`src/rtl/rr_arbiter8.sv`:
```
// 8-client round-robin arbiter with registered one-hot grant, owner index,
// and an optional per-owner hold limit that forces release with a timeout pulse.
module rr_arbiter8 #(
    parameter int unsigned MAX_HOLD = 16
) (
    input  logic       clk,
    input  logic       rst,
    input  logic       en,
    input  logic [7:0] req,
    output logic [7:0] gnt,
    output logic [2:0] gnt_idx,
    output logic       gnt_valid,
    output logic       timeout
);

    typedef enum logic {
        IDLE  = 1'b0,
        GRANT = 1'b1
    } state_t;

    localparam bit         HOLD_EN   = (MAX_HOLD != 0);
    localparam logic [7:0] HOLD_LAST = HOLD_EN ? 8'(MAX_HOLD - 1) : 8'd0;

    state_t     state_q, state_d;
    logic [2:0] last_q, last_d;
    logic [2:0] idx_q, idx_d;
    logic [7:0] hold_q, hold_d;
    logic [7:0] gnt_q, gnt_d;
    logic       valid_q, valid_d;
    logic       to_q, to_d;
    logic       found;
    logic [2:0] winner;

    // Offsets are scanned from farthest to nearest so the nearest requester
    // after last wins; offset 8 wraps to last itself, the lowest priority.
    function automatic logic [3:0] rr_pick(input logic [7:0] r, input logic [2:0] last);
        logic [3:0] res;
        logic [2:0] c;
        res = 4'b0;
        for (int i = 8; i >= 1; i--) begin
            c = last + 3'(i);
            if (r[c]) res = {1'b1, c};
        end
        return res;
    endfunction

    function automatic logic [7:0] decode3to8(input logic [2:0] idx);
        return 8'b1 << idx;
    endfunction

    assign {found, winner} = rr_pick(req, last_q);

    always_comb begin
        state_d = state_q;
        last_d  = last_q;
        idx_d   = idx_q;
        hold_d  = hold_q;
        valid_d = valid_q;
        to_d    = 1'b0;
        case (state_q)
            IDLE: begin
                if (en && found) begin
                    state_d = GRANT;
                    idx_d   = winner;
                    valid_d = 1'b1;
                    hold_d  = 8'd0;
                end
            end
            GRANT: begin
                // A voluntary drop takes precedence over the hold limit.
                if (!req[idx_q]) begin
                    state_d = IDLE;
                    valid_d = 1'b0;
                    last_d  = idx_q;
                end else if (HOLD_EN && (hold_q == HOLD_LAST)) begin
                    state_d = IDLE;
                    valid_d = 1'b0;
                    last_d  = idx_q;
                    to_d    = 1'b1;
                end else if (hold_q != 8'hFF) begin
                    hold_d = hold_q + 8'd1;
                end
            end
            default: state_d = IDLE;
        endcase
        gnt_d = valid_d ? decode3to8(idx_d) : 8'h00;
    end

    always_ff @(posedge clk) begin
        if (rst) begin
            state_q <= IDLE;
            last_q  <= 3'd7;
            idx_q   <= 3'd0;
            hold_q  <= 8'd0;
            valid_q <= 1'b0;
            to_q    <= 1'b0;
            gnt_q   <= 8'h00;
        end else begin
            state_q <= state_d;
            last_q  <= last_d;
            idx_q   <= idx_d;
            hold_q  <= hold_d;
            valid_q <= valid_d;
            to_q    <= to_d;
            gnt_q   <= gnt_d;
        end
    end

    assign gnt       = gnt_q;
    assign gnt_idx   = idx_q;
    assign gnt_valid = valid_q;
    assign timeout   = to_q;

endmodule
```
`config.mk`:
```
export PLATFORM = sky130hd
export DESIGN_NAME = rr_arbiter8
export DESIGN_NICKNAME = d
export VERILOG_FILES = /design/src/rtl/rr_arbiter8.sv
export SDC_FILE = /design/constraint.sdc
export NUM_CORES = 1
export LEC_CHECK = 0
export BUFFER_PORTS_ARGS = -buffer_cell sky130_fd_sc_hd__buf_2
export CELL_PAD_IN_SITES_DETAIL_PLACEMENT = 0
export CELL_PAD_IN_SITES_GLOBAL_PLACEMENT = 1
export CORE_AREA = 2 2 61 91
export DETAILED_ROUTE_END_ITERATION = 7
export DIE_AREA = 0 0 63 93
export GPL_TIMING_DRIVEN = 0
export PLACE_DENSITY = 0.7
export RECOVER_POWER = 25
export SKIP_CTS_REPAIR_TIMING = 1
export SLEW_MARGIN = 20
export SYNTH_ARGS = -nofsm -noshare
export SYNTH_HDL_FRONTEND = slang
export SYNTH_SLANG_ARGS = --single-unit
```
`constraint.sdc`:
```
create_clock -name clk -period 4.1 [get_ports clk]
set_input_delay 0.205 -clock clk [delete_from_list [all_inputs] [get_ports clk]]
set_output_delay 0.205 -clock clk [all_outputs]
set_load 0.02 [all_outputs]
```
Yosys cells after proc, flatten, opt, wreduce, memory -nomap -nowiden --
Cells that the tools add are included.
Operators by class: shifts and indexed selects 1, mux-type cells 44, reduce and logical (&&, ||, !) cells 5, equality and inequality tests 7, order comparisons 9, add/subtract/negate cells 8, bitwise gates (word level) 3
Operator list (number):
- $lt A3 B4 Y1 const B | 9
- $mux W4 | 8
- $mux W8 | 4
- $bmux W1 S3 | 9
- $mux W1 | 16
- $pmux W8 S2 | 1
- $add A3 B3 Y3 const B | 4
- $mux W3 | 4
- $add A8 B1 Y8 const B | 1
- $eq A8 B4 Y1 const B | 1
- $ne A8 B8 Y1 const B | 1
- $shl A1 B3 Y8 const A | 1
- $add A3 B2 Y3 const B | 2
- $ne A2 B1 Y1 const B | 3
- $ne A2 B2 Y1 const B | 2
- $pmux W1 S2 | 2
- $reduce_and A4 Y1 | 1
- $add A3 B1 Y3 const B | 1
- $not A1 Y1 | 3
- $reduce_or A3 Y1 | 1
- $reduce_and A2 Y1 | 1
- $reduce_or A2 Y1 | 1
- $logic_and A1 B1 Y1 | 1
Storage, ports and cells: input port bits 11, word-level logic and storage cells 84, register bits after elaboration 25, output and inout bits 13

Logic depth before layout (Yosys ltp) --
word-level depth 15, gate-level depth with buffers 11, depth with buffers taken out 8

Worst setup path after synthesis --
No wires, ideal clock.
path kind register -> register, start point register last_q[1], end point register gnt_q[2], in the netlist gnt[2], stages on the path, launching flop included 12, library setup time 0.092 ns, clock period less this slack 3.328 ns, data required time 4.008 ns, arrival time 3.236 ns, path slack 0.772 ns, buffers on the path 3, cells stage by stage dfxtp_1 -> clkbuf_1 -> clkbuf_1 -> inv_1 -> ha_1 -> buf_2 -> mux4_1 -> mux2_2 -> a2111oi_0 -> o31ai_1 -> a32o_2 -> nor4_1
Between the ends: cells in the longest elaborated chain, start to end 15, elaborated cells between the ends (all ways) 39, classes of those cells 7 x add/sub; 1 x shift; 28 x mux; 1 x bitwise; 2 x reduce/logical
Ends and longest elaborated chain:
- start: declaration | line 25 | logic [2:0] last_q, last_d;
- start signal: assignment | line 100 | last_q <= last_d;
- $add A3 B3 Y3 / $bmux W1 S3 (equally long branches) | line 41, 42
- $bmux W1 S3 / $mux W1 (equally long branches) | line 42 | if (r[c]) res = {1'b1, c};
- $mux W1 (implied by the code) / $mux W4 (equally long branches) | line 42
- $mux W4 (6 in series) | line 42
- $mux W4 (*) | line 42
- $logic_and A1 B1 Y1 | line 62 | if (en && found) begin
- $mux W1 | line 62
- $pmux W1 S2 | line 60 | case (state_q)
- $not A1 Y1 (no line)
- $reduce_or A2 Y1 (no line)
- end signal: assignment | line 105 | gnt_q <= gnt_d;
- end: declaration | line 28 | logic [7:0] gnt_q, gnt_d;
Mark *: on every way between the ends. The rest lies on a longest branch, timed or not. The select of a mux whose other input is x is not followed. A chain may end at the register's enable or synchronous reset.

Worst setup path in the final report --
start point register last_q[1], end point register gnt_q[1], in the netlist gnt[1]
Same word-level chain as after synthesis.

==> results.md <==
* Switch Pwr at 305.3 uW
* Clk slew on worst S/H paths at 90 ps
* P_int at 484.4 uW
* Post-synth EDFFs at 0
* Global-route total usage across every layer at 18.79%
* Pwr dens at 359.0 mW/mm2
* HP Start: rst
* GRT busiest layer: met2
* Async SR Flop Fraction at 0%
* Largest net degree at the start of global routing at 16
* Max VDD drop at 212.7 uV
* Final critical-path setup slack at 325.0 ps
* Setup violators final at 0
* Fraction of layout instances using a drive strength above 1 at 20.09%
* WL per Instance at 17.61 um
* Initial Util at 38.56%
* CTS Root Cell: clkbuf_8
* Final period util at 92.07%
* Cell Count, Final, Fillers Out at 297
* DRC at 0
* Pwr Total at 789.7 uW
* Vias in the first global route at 1738
* Most used DFF post-synth: dfxtp_1
* Combinational power share at 46.7%
* Layout net count at 244
* Core ar. at 0.005085 mm2
* TritonCTS buffer count at 3
* Die width at 63 um
* WP buf/inv at 4
* Ys Warns at 0
* CP max FO at 10
* Most frequent cell after synthesis: dfxtp_1
* Clock power share at 18.7%
* Crit-path max cell delay at 550 ps
* Vias per inst at 6.000
* Fmax at 0.2649 GHz
* Worst hold slack at 384.3 ps
* M1 GR Usage at 21.00%
* IO Pins at 24
* CTS Sinks at 25
* Flops & latches, synth at 25
* CP Cell Sequence: clkbuf_1, clkbuf_2, inv_1, ha_1, buf_2, mux4_1, mux2i_1, a21boi_0, o221ai_1, o31ai_1, nor4_1
* Max-Cap Viols at 0
* Worst r2r src: last_q[1]
* Switching fraction of total power at 38.66%
* Final Critical Period at 3775 ps
* Crit Path Class: register to register
* Hold path endpoint: gnt[7]
* Critical Path Sink Type: register
* Worst r2r path cells at 11
* Setup Skew at 3.750 ps
* Slew Viols, Final at 0
* Seq/Total Area, Yosys at 25.53%
* RR Endpoint: gnt[1]
* Mean Syn Cell Area at 9.706 um2
* Status: finished, final reports clean
* Area Growth Syn to Fin at 12.19%
* First-pass GRT wire length at 8.659 mm
* Post-detailed-route count of antenna-violating nets at 0
* Final Hold Vio Count at 0
* Buffers on Ports at 23
* Syn Std Cell Area at 0.001961 mm2
* Total grt overflow at 0
* Sequential power share at 34.6%
* Synth cell types at 46
* Least-Margin Pin Slew at 601.5 ps
* Crit-path slowest cell: o31ai_1
* Area contributors post-synth: dfxtp_1 26%, mux4_2 15%, mux2i_1 4.6%
* Hold depth at 4
* Clk_lat worst skew at 270 ps
* Most area-hungry cell type in the Yosys netlist: dfxtp_1
* Setup WS pre-CTS at 107.0 ps
* FP Rows at 32
* Die height at 93 um
* CTS tree: yes
* Met3 usage at 1.324%
* Class of the worst hold path: input pin to register
* Die ar. at 0.005859 mm2
* Placed insts at 293
* Top cell type's share of synthesized area at 25.53%
* Setup TNS at 0 ps
* Antenna violations before repair at 0
* Routed vias at 1782
* Clk buf depth at 2
* Synthesized instance count at 202
* Htree depth at 1
* Critical path startpoint category: register
* Static Leak at 0.8077 nW
* Unrepaired setup endpoints after global routing: false
* Antenna cells at 0
* Post-DP HPWL at 4.049 mm
* Filler instances at 556
* DRT iter0 DRCs at 112
* Rel. slew slack at 59.56%
* Crit path max-delay family: buffers and inverters
* Length of the first detailed-routing pass in iterations at 4
* Syn_nets at 216
* Synth cell count leaders: 25 x dfxtp_1, 13 x mux4_2, 13 x nor2_1
* R2R Setup Slk at 320 ps
* Worst Path Required at 4240 ps
* Final wirelength at 5.229 mm
* Met2 Use GR at 36.44%
* Crit path DAT at 3910 ps
* Global placer's final weighted congestion at 0.8361
==> power groups by stage <==
| stage | Sequential (mW) | Clock [mW] | Combinational, mW |
|---|---|---|---|
| after floorplan | 0.290 | 0 | 0.266 |
| after global placement | 0.280 | 0 | 0.363 |
| after detailed placement | 0.280 | 0 | 0.366 |
| after CTS | 0.274 | 0.154 | 0.368 |
| after global routing | 0.277 | 0.164 | 0.406 |
| final | 0.274 | 0.147 | 0.369 |
==> layout make-up <==
class | instances | area [um2] | area share, %
clock buffers | 3 | 41.29 | 1.877
well taps | 68 | 85.08 | 3.868
flip-flops and latches | 25 | 500.5 | 22.75
inverters | 7 | 26.28 | 1.195
repair buffers | 23 | 103.9 | 4.721
plain buffers | 10 | 57.56 | 2.617
multi-input cells | 160 | 1378 | 62.63
clock inverters | 1 | 7.507 | 0.3413
==> metal layers <==
layer  routed length, um  part of all wire (%)
met5                   0                     0
met4                 106                   2.0
met3                 120                   2.3
met2                2924                    56
met1                2078                    40
==> worst max-delay path by stage <==
stage,slack [ps],endpoint,cells after the start,startpoint
detailed placement,110,gnt[1],11,last_q[1]
global route,9,gnt[3],11,last_q[1]
floorplan,770,gnt[2],11,last_q[1]
finish,320,gnt[1],11,last_q[1]
CTS,120,gnt[3],11,last_q[1]
global placement,130,gnt[1],11,last_q[1]
==> worst reg2reg max path: cells and delay by family (launching register included) <==
family,cells,cell delay [ps]
and+or+nand+nor,1,130
AOI/OAI and AO/OA,3,960
muxes,2,760
buffers and inverters,4,1050
DFF,1,330
adders and majority gates,1,410
==> layout by cell type (no fill, tap or decap), types with 2 or more instances in the layout <==
| cell | n |
|---|---|
| a2111oi_0 | 6 |
| a211o_1 | 4 |
| a211oi_1 | 6 |
| a21boi_0 | 2 |
| a21oi_1 | 11 |
| a22oi_1 | 4 |
| a32oi_1 | 3 |
| and2_1 | 2 |
| and3_1 | 3 |
| buf_2 | 17 |
| buf_6 | 2 |
| clkbuf_1 | 13 |
| clkbuf_8 | 3 |
| dfxtp_1 | 25 |
| ha_1 | 3 |
| inv_1 | 7 |
| mux2_2 | 5 |
| mux2i_1 | 9 |
| mux4_1 | 2 |
| mux4_2 | 13 |
| nand2_1 | 12 |
| nand2b_1 | 6 |
| nand3_1 | 7 |
| nor2_1 | 13 |
| nor2b_1 | 4 |
| nor4_1 | 6 |
| nor4b_1 | 2 |
| o211a_1 | 3 |
| o211ai_1 | 3 |
| o21a_1 | 3 |
| o21bai_1 | 2 |
| o221ai_1 | 3 |
| o31ai_1 | 2 |
| xnor2_1 | 8 |
==> through the flow <==
stage | utilization (%) | area (um2)
floorplan | - | 1961
global placement | 42.50 | 2161
detailed placement | 42.50 | 2161
CTS | 43.45 | 2210
global route | 43.26 | 2200
finish | 43.26 | 2200
==> state kept, by name, indices dropped and copies added, names as in the netlist <==
register / count
gnt_idx: 3
state_q: 1
timeout: 1
hold_q: 8
gnt: 8
gnt_valid: 1
last_q: 3
==> kinds of logic after synthesis <==
kind of cell | after synthesis | share of synthesized area (%)
flops | 25 | 25.53
mux | 29 | 25.08
xor+xnor | 9 | 4.021
compound gates | 58 | 22.65
fa+ha+maj | 3 | 1.915
simple gates | 61 | 16.59
buf+inv | 17 | 4.212
No activity file was read; power rests on OpenSTA's default activity.
